[src/rtl/life_window.sv]
// life_window
//   Converts a raster-order serial stream of cell states (one bit per cell,
//   X*Y cells per frame) into the 3x3 neighbourhood of every cell, one window
//   per output handshake. Cells outside the grid read as dead (no wrap).
//   History is a 2X+3 bit shift register; frame and row edges are handled by
//   masking taps according to the centre position.
//
// Ports
//   clk        : clock, all state on rising edge
//   rst_n      : synchronous active-low reset
//   in_valid   : in_data holds the next raster cell
//   in_ready   : cell accepted on in_valid & in_ready
//   in_data    : cell state, 1 = alive
//   out_valid  : window outputs hold a valid neighbourhood
//   out_ready  : window consumed on out_valid & out_ready
//   c,l,r,u,d  : centre, left, right, up (row y-1), down (row y+1)
//   lu,ld,ru,rd: diagonal neighbours
//   out_x      : column of the centre cell
//   out_y      : row of the centre cell
//   out_last   : window is for cell (X-1,Y-1)
module life_window #(
  parameter int X     = 8,
  parameter int Y     = 8,
  parameter int LOG2X = 3,
  parameter int LOG2Y = 3
) (
  input  logic             clk,
  input  logic             rst_n,
  input  logic             in_valid,
  output logic             in_ready,
  input  logic             in_data,
  output logic             out_valid,
  input  logic             out_ready,
  output logic             c,
  output logic             l,
  output logic             r,
  output logic             u,
  output logic             d,
  output logic             lu,
  output logic             ld,
  output logic             ru,
  output logic             rd,
  output logic [LOG2X-1:0] out_x,
  output logic [LOG2Y-1:0] out_y,
  output logic             out_last
);

  localparam int SRW = 2 * X + 3;
  localparam int CW  = LOG2X + LOG2Y;

  typedef enum logic [1:0] {
    FILL  = 2'd0,
    RUN   = 2'd1,
    FLUSH = 2'd2
  } state_t;

  state_t           state;
  logic [SRW-1:0]   sr;
  logic [SRW-1:0]   sr_next;
  logic [CW-1:0]    in_cnt;
  logic [LOG2X-1:0] wx;
  logic [LOG2Y-1:0] wy;

  logic adv;
  logic accept;
  logic shift_en;
  logic load_en;
  logic shift_bit;
  logic at_left;
  logic at_right;
  logic at_top;
  logic at_bottom;
  logic [8:0] win;

  // Handshake and shift control. In FLUSH the remaining windows are pushed
  // out by shifting in dead cells whenever the output slot can take one.
  always_comb begin
    adv       = ~out_valid | out_ready;
    in_ready  = 1'b0;
    case (state)
      FILL:    in_ready = 1'b1;
      RUN:     in_ready = adv;
      default: in_ready = 1'b0;
    endcase
    accept    = in_valid & in_ready;
    shift_en  = (state == FLUSH) ? adv : accept;
    load_en   = ((state == RUN) & accept) | ((state == FLUSH) & adv);
    shift_bit = (state == FLUSH) ? 1'b0 : in_data;
    sr_next   = {sr[SRW-2:0], shift_bit};
  end

  // Neighbourhood taps from the post-shift register, masked at grid edges.
  // wx/wy track the position of the next window to be loaded.
  always_comb begin
    at_left   = (wx == '0);
    at_right  = (wx == LOG2X'(X - 1));
    at_top    = (wy == '0);
    at_bottom = (wy == LOG2Y'(Y - 1));
    // order: c, l, r, u, d, lu, ld, ru, rd
    win[8] = sr_next[X+1];
    win[7] = sr_next[X+2]   & ~at_left;
    win[6] = sr_next[X]     & ~at_right;
    win[5] = sr_next[2*X+1] & ~at_top;
    win[4] = sr_next[1]     & ~at_bottom;
    win[3] = sr_next[2*X+2] & ~at_left  & ~at_top;
    win[2] = sr_next[2]     & ~at_left  & ~at_bottom;
    win[1] = sr_next[2*X]   & ~at_right & ~at_top;
    win[0] = sr_next[0]     & ~at_right & ~at_bottom;
  end

  // Main state: shift register, window registers, position counters and FSM.
  // in_cnt counts accepted cells in FILL/RUN and loaded windows in FLUSH.
  always_ff @(posedge clk) begin
    if (!rst_n) begin
      state     <= FILL;
      sr        <= '0;
      in_cnt    <= '0;
      wx        <= '0;
      wy        <= '0;
      out_valid <= 1'b0;
      {c, l, r, u, d, lu, ld, ru, rd} <= '0;
      out_x     <= '0;
      out_y     <= '0;
      out_last  <= 1'b0;
    end else begin
      if (shift_en) begin
        sr <= sr_next;
      end

      if (load_en) begin
        {c, l, r, u, d, lu, ld, ru, rd} <= win;
        out_x     <= wx;
        out_y     <= wy;
        out_last  <= at_right & at_bottom;
        out_valid <= 1'b1;
        if (at_right) begin
          wx <= '0;
          wy <= at_bottom ? '0 : wy + 1'b1;
        end else begin
          wx <= wx + 1'b1;
        end
      end else if (out_ready) begin
        out_valid <= 1'b0;
      end

      case (state)
        FILL: begin
          if (accept) begin
            in_cnt <= in_cnt + 1'b1;
            if (in_cnt == CW'(X)) begin
              state <= RUN;
            end
          end
        end
        RUN: begin
          if (accept) begin
            if (in_cnt == CW'(X * Y - 1)) begin
              state  <= FLUSH;
              in_cnt <= '0;
            end else begin
              in_cnt <= in_cnt + 1'b1;
            end
          end
        end
        FLUSH: begin
          if (adv) begin
            if (in_cnt == CW'(X)) begin
              state  <= FILL;
              in_cnt <= '0;
            end else begin
              in_cnt <= in_cnt + 1'b1;
            end
          end
        end
        default: begin
          state  <= FILL;
          in_cnt <= '0;
        end
      endcase
    end
  end

endmodule

[config.mk]
export PLATFORM = sky130hd
export DESIGN_NAME = life_window
export DESIGN_NICKNAME = d
export VERILOG_FILES = /design/src/rtl/life_window.sv
export SDC_FILE = /design/constraint.sdc
export NUM_CORES = 1
export LEC_CHECK = 0
export ABC_AREA = 1
export CAP_MARGIN = 20
export CORE_MARGIN = 3
export CORE_UTILIZATION = 50
export DETAILED_ROUTE_END_ITERATION = 10
export GPL_TIMING_DRIVEN = 1
export PLACE_DENSITY = 0.71
export SYNTH_ARGS = -nofsm -noshare
export SYNTH_HDL_FRONTEND = slang
export SYNTH_SLANG_ARGS = --single-unit
[constraint.sdc]
create_clock -name clk -period 1.55 [get_ports clk]
set_input_delay 0.31 -clock clk [delete_from_list [all_inputs] [get_ports clk]]
set_output_delay 0.31 -clock clk [all_outputs]
set_load 0.01 [all_outputs]
==> flow_metrics.py <==
metrics = {
    "global_routing": {
        "grt_use_met2_pct": 30.0,
        "track_usage_pct": 18.8,
        "overflow": 0,
        "grt_antenna_before_repair": 0,
        "grt-busiest-layer": "met2",
        "grt_pass1_vias": 1757,
        "grt_pass1_wl_um": 7780,
        "grt.met1_usage_pct": 24.3,
        "use_met3_pct": 4.29,
        "grt_max_degree": 31,
    },
    "timing": {
        "setup_violations": 0,
        "fin_hold_ws_ns": 0.466,
        "max_freq_mhz": 662,
        "min_period_ns": 1.51,
        "tns_ns": 0,
        "finalHoldViolCount": 0,
        "timing.final.crit_share_pct": 97.4,
        "slew_headroom_pct": 82.9,
        "slew_viol_final": 0,
        "max_slew.worst_pin.slew_ns": 0.256,
        "rsz0062_at_grt": "no",
        "fin_skew_ns": 0.00992,
    },
    "layout": {
        "final_common_cell": "dfxtp_1",
        "synthToLayoutAreaGrowth_pct": 21.9,
        "fill_cells": 379,
        "final_util_pct": 65.1,
        "drive_above_1_share_pct": 20.8,
        "fin_nets": 329,
        "antenna_cells": 0,
        "final_cell_mix": "dfxtp_1, nand2_1, nand3_1",
        "fin_cells": 367,
        "fin_area_um2": 2700,
    },
    "status": {
        "outcome": "finished clean",
    },
    "placed_design": {
        "dp_hpwl_um": 3260,
        "dp.cells": 359,
        "gp_congestion": 0.796,
        "io_buffers": 22,
        "post_dp_cell_area_um2": 2590,
    },
    "cts": {
        "tritoncts": "built",
        "clkTransAtPathRegs_ns": 0.10,
        "cts.sinks": 49,
        "htree_levels": 2,
        "cts-root-buf": "clkbuf_8",
        "clk_latency_ns": 0.31,
        "cts_buffers": 5,
        "clockBufferDepth": 2,
    },
    "worst_setup_path": {
        "path_cells": "clkdlybuf4s50_1",
        "crit_type": "reg2out",
        "max_stage_delay_ns": 0.54,
        "cp-end-kind": "output pin",
        "cp.arrival_ns": 1.20,
        "cp.buffers_inverters": 1,
        "required_ns": 1.24,
        "crit_fanout": 2,
        "crit_slowest_cell": "clkdlybuf4s50_1",
        "crit_family": "buffers and inverters",
        "regToRegSetupSlack_ns": 0.18,
        "critPathLaunchType": "flop",
    },
    "drt": {
        "vias": 1879,
        "drc_errors": 0,
        "drt_iter0_drc": 109,
        "first_pass_iters": 4,
        "via_per_inst": 5.12,
        "ant_nets": 0,
        "drt-total-wl_um": 4470,
        "wl_per_cell_um": 12.2,
    },
    "logic_synthesis": {
        "synth_area_um2": 2210,
        "synth_mux_area_share_pct": 0,
        "synth_compound_area_share_pct": 15.6,
        "avgSynthCellArea_um2": 7.93,
        "ys_types": 25,
        "synthAdderAreaFrac_pct": 4.52,
        "synth_top_family_by_area": "simple AND/OR/NAND/NOR gates",
        "yosys_warnings": 0,
        "synthCells": 279,
        "ys_seq_area_share_pct": 44.3,
        "synth_xor_area_share_pct": 0.396,
        "synth_fp_nets": 292,
        "ys_seq_elements": 49,
        "yosys.area_share.simple_pct": 26.9,
    },
    "floorplanning": {
        "rows": 23,
        "start_util_pct": 53.4,
        "die-area_um2": 5260,
        "die_h_um": 72.5,
        "coreArea_um2": 4140,
        "io-pin-count": 23,
        "fp.dieW_um": 72.5,
    },
    "min_path": {
        "hold_class": "reg2reg",
    },
    "power": {
        "p_per_area_nw_per_um2": 803,
        "peakVddDrop_v": 0.000655,
        "leakagePower_nw": 1.13,
    },
    "flow_run": {
        "timing.max_cap.violations": 0,
    },
}
[power by group]
group	internal, W	total [W]	switching, W
clock	0.000321	0.000772	0.000451
sequential	0.00127	0.00127	0.00000799
combinational	0.0000479	0.000119	0.0000715
[per-stage QoR]
stage | total power [W] | worst slack (ns)
final | 0.00217 | 0.0398
after global placement | 0.00142 | -0.427
after detailed placement | 0.00142 | -0.437
after CTS | 0.00219 | 0.00156
after global routing | 0.00225 | 0.00100
after floorplan | 0.00138 | 0.199
[final timing paths]
path                            startpoint   endpoint  depth (start not counted)
worst max-delay path                    ru         ru                          1
worst min-delay path                sr[11]     sr[12]                          2
worst max register to register   in_cnt[1]  in_cnt[5]                          6
worst min register to register      sr[11]     sr[12]                          2
[layer usage]
layer  vias to the layer above  wire length [um]
met4                         0                68
met1                       862              2130
li1                        986                 -
met3                         7               136
met5                         -                 0
met2                        24              2130
[layout make-up]
class                           instances  area (um2)  share of cell area (%)
Clock buffer                            5        68.8                    2.55
Tap cell                               50        62.6                    2.32
Inverter                               27         101                    3.76
Clock inverter                          3        21.3                   0.788
Sequential cell                        49         981                    36.4
Multi-Input combinational cell        191        1050                    39.1
Timing Repair Buffer                   42         409                    15.2
[flip-flops by register name (all words and copies together) (netlist names), 2 cells and up]
signal	cells
state	2
wx	3
wy	3
sr	18
out_x	3
in_cnt	6
out_y	3
[Yosys cell counts]
| cell | n | area, um2 |
|---|---|---|
| nor3_1 | 2 | 10.0 |
| xor2_1 | 1 | 8.76 |
| nand2_1 | 47 | 176 |
| nand3_2 | 1 | 10.0 |
| o21ai_4 | 1 | 16.3 |
| nand4_1 | 5 | 31.3 |
| inv_1 | 23 | 86.3 |
| clkbuf_1 | 4 | 15.0 |
| o21ai_0 | 14 | 70.1 |
| ha_1 | 8 | 100 |
| buf_4 | 2 | 15.0 |
| a21oi_4 | 1 | 16.3 |
| nor2_1 | 21 | 78.8 |
| a21oi_2 | 10 | 87.6 |
| nand2_4 | 1 | 11.3 |
| buf_6 | 1 | 11.3 |
| o21ai_2 | 1 | 8.76 |
| a21oi_1 | 29 | 145 |
| inv_2 | 4 | 15.0 |
| nand2_8 | 1 | 20.0 |
| nand3_1 | 34 | 170 |
| buf_2 | 4 | 20.0 |
| dfxtp_1 | 49 | 981 |
| nand2_2 | 14 | 87.6 |
| buf_12 | 1 | 20.0 |
[repair_timing]
item	in CTS	in global routing
endpoints found under the hold margin	0	0
hold buffers	0	0
setup buffers	0	0
pin swaps	0	1
setup endpoints to repair	1	40
gates resized for setup	6	9
[cell families after synthesis]
kind of cell    count (synthesis)
compound gates                 56
xor+xnor                        1
fa+ha+maj                       8
buf+inv                        39
flops                          49
simple gates                  126
No activity file was read; power rests on OpenSTA's default activity.
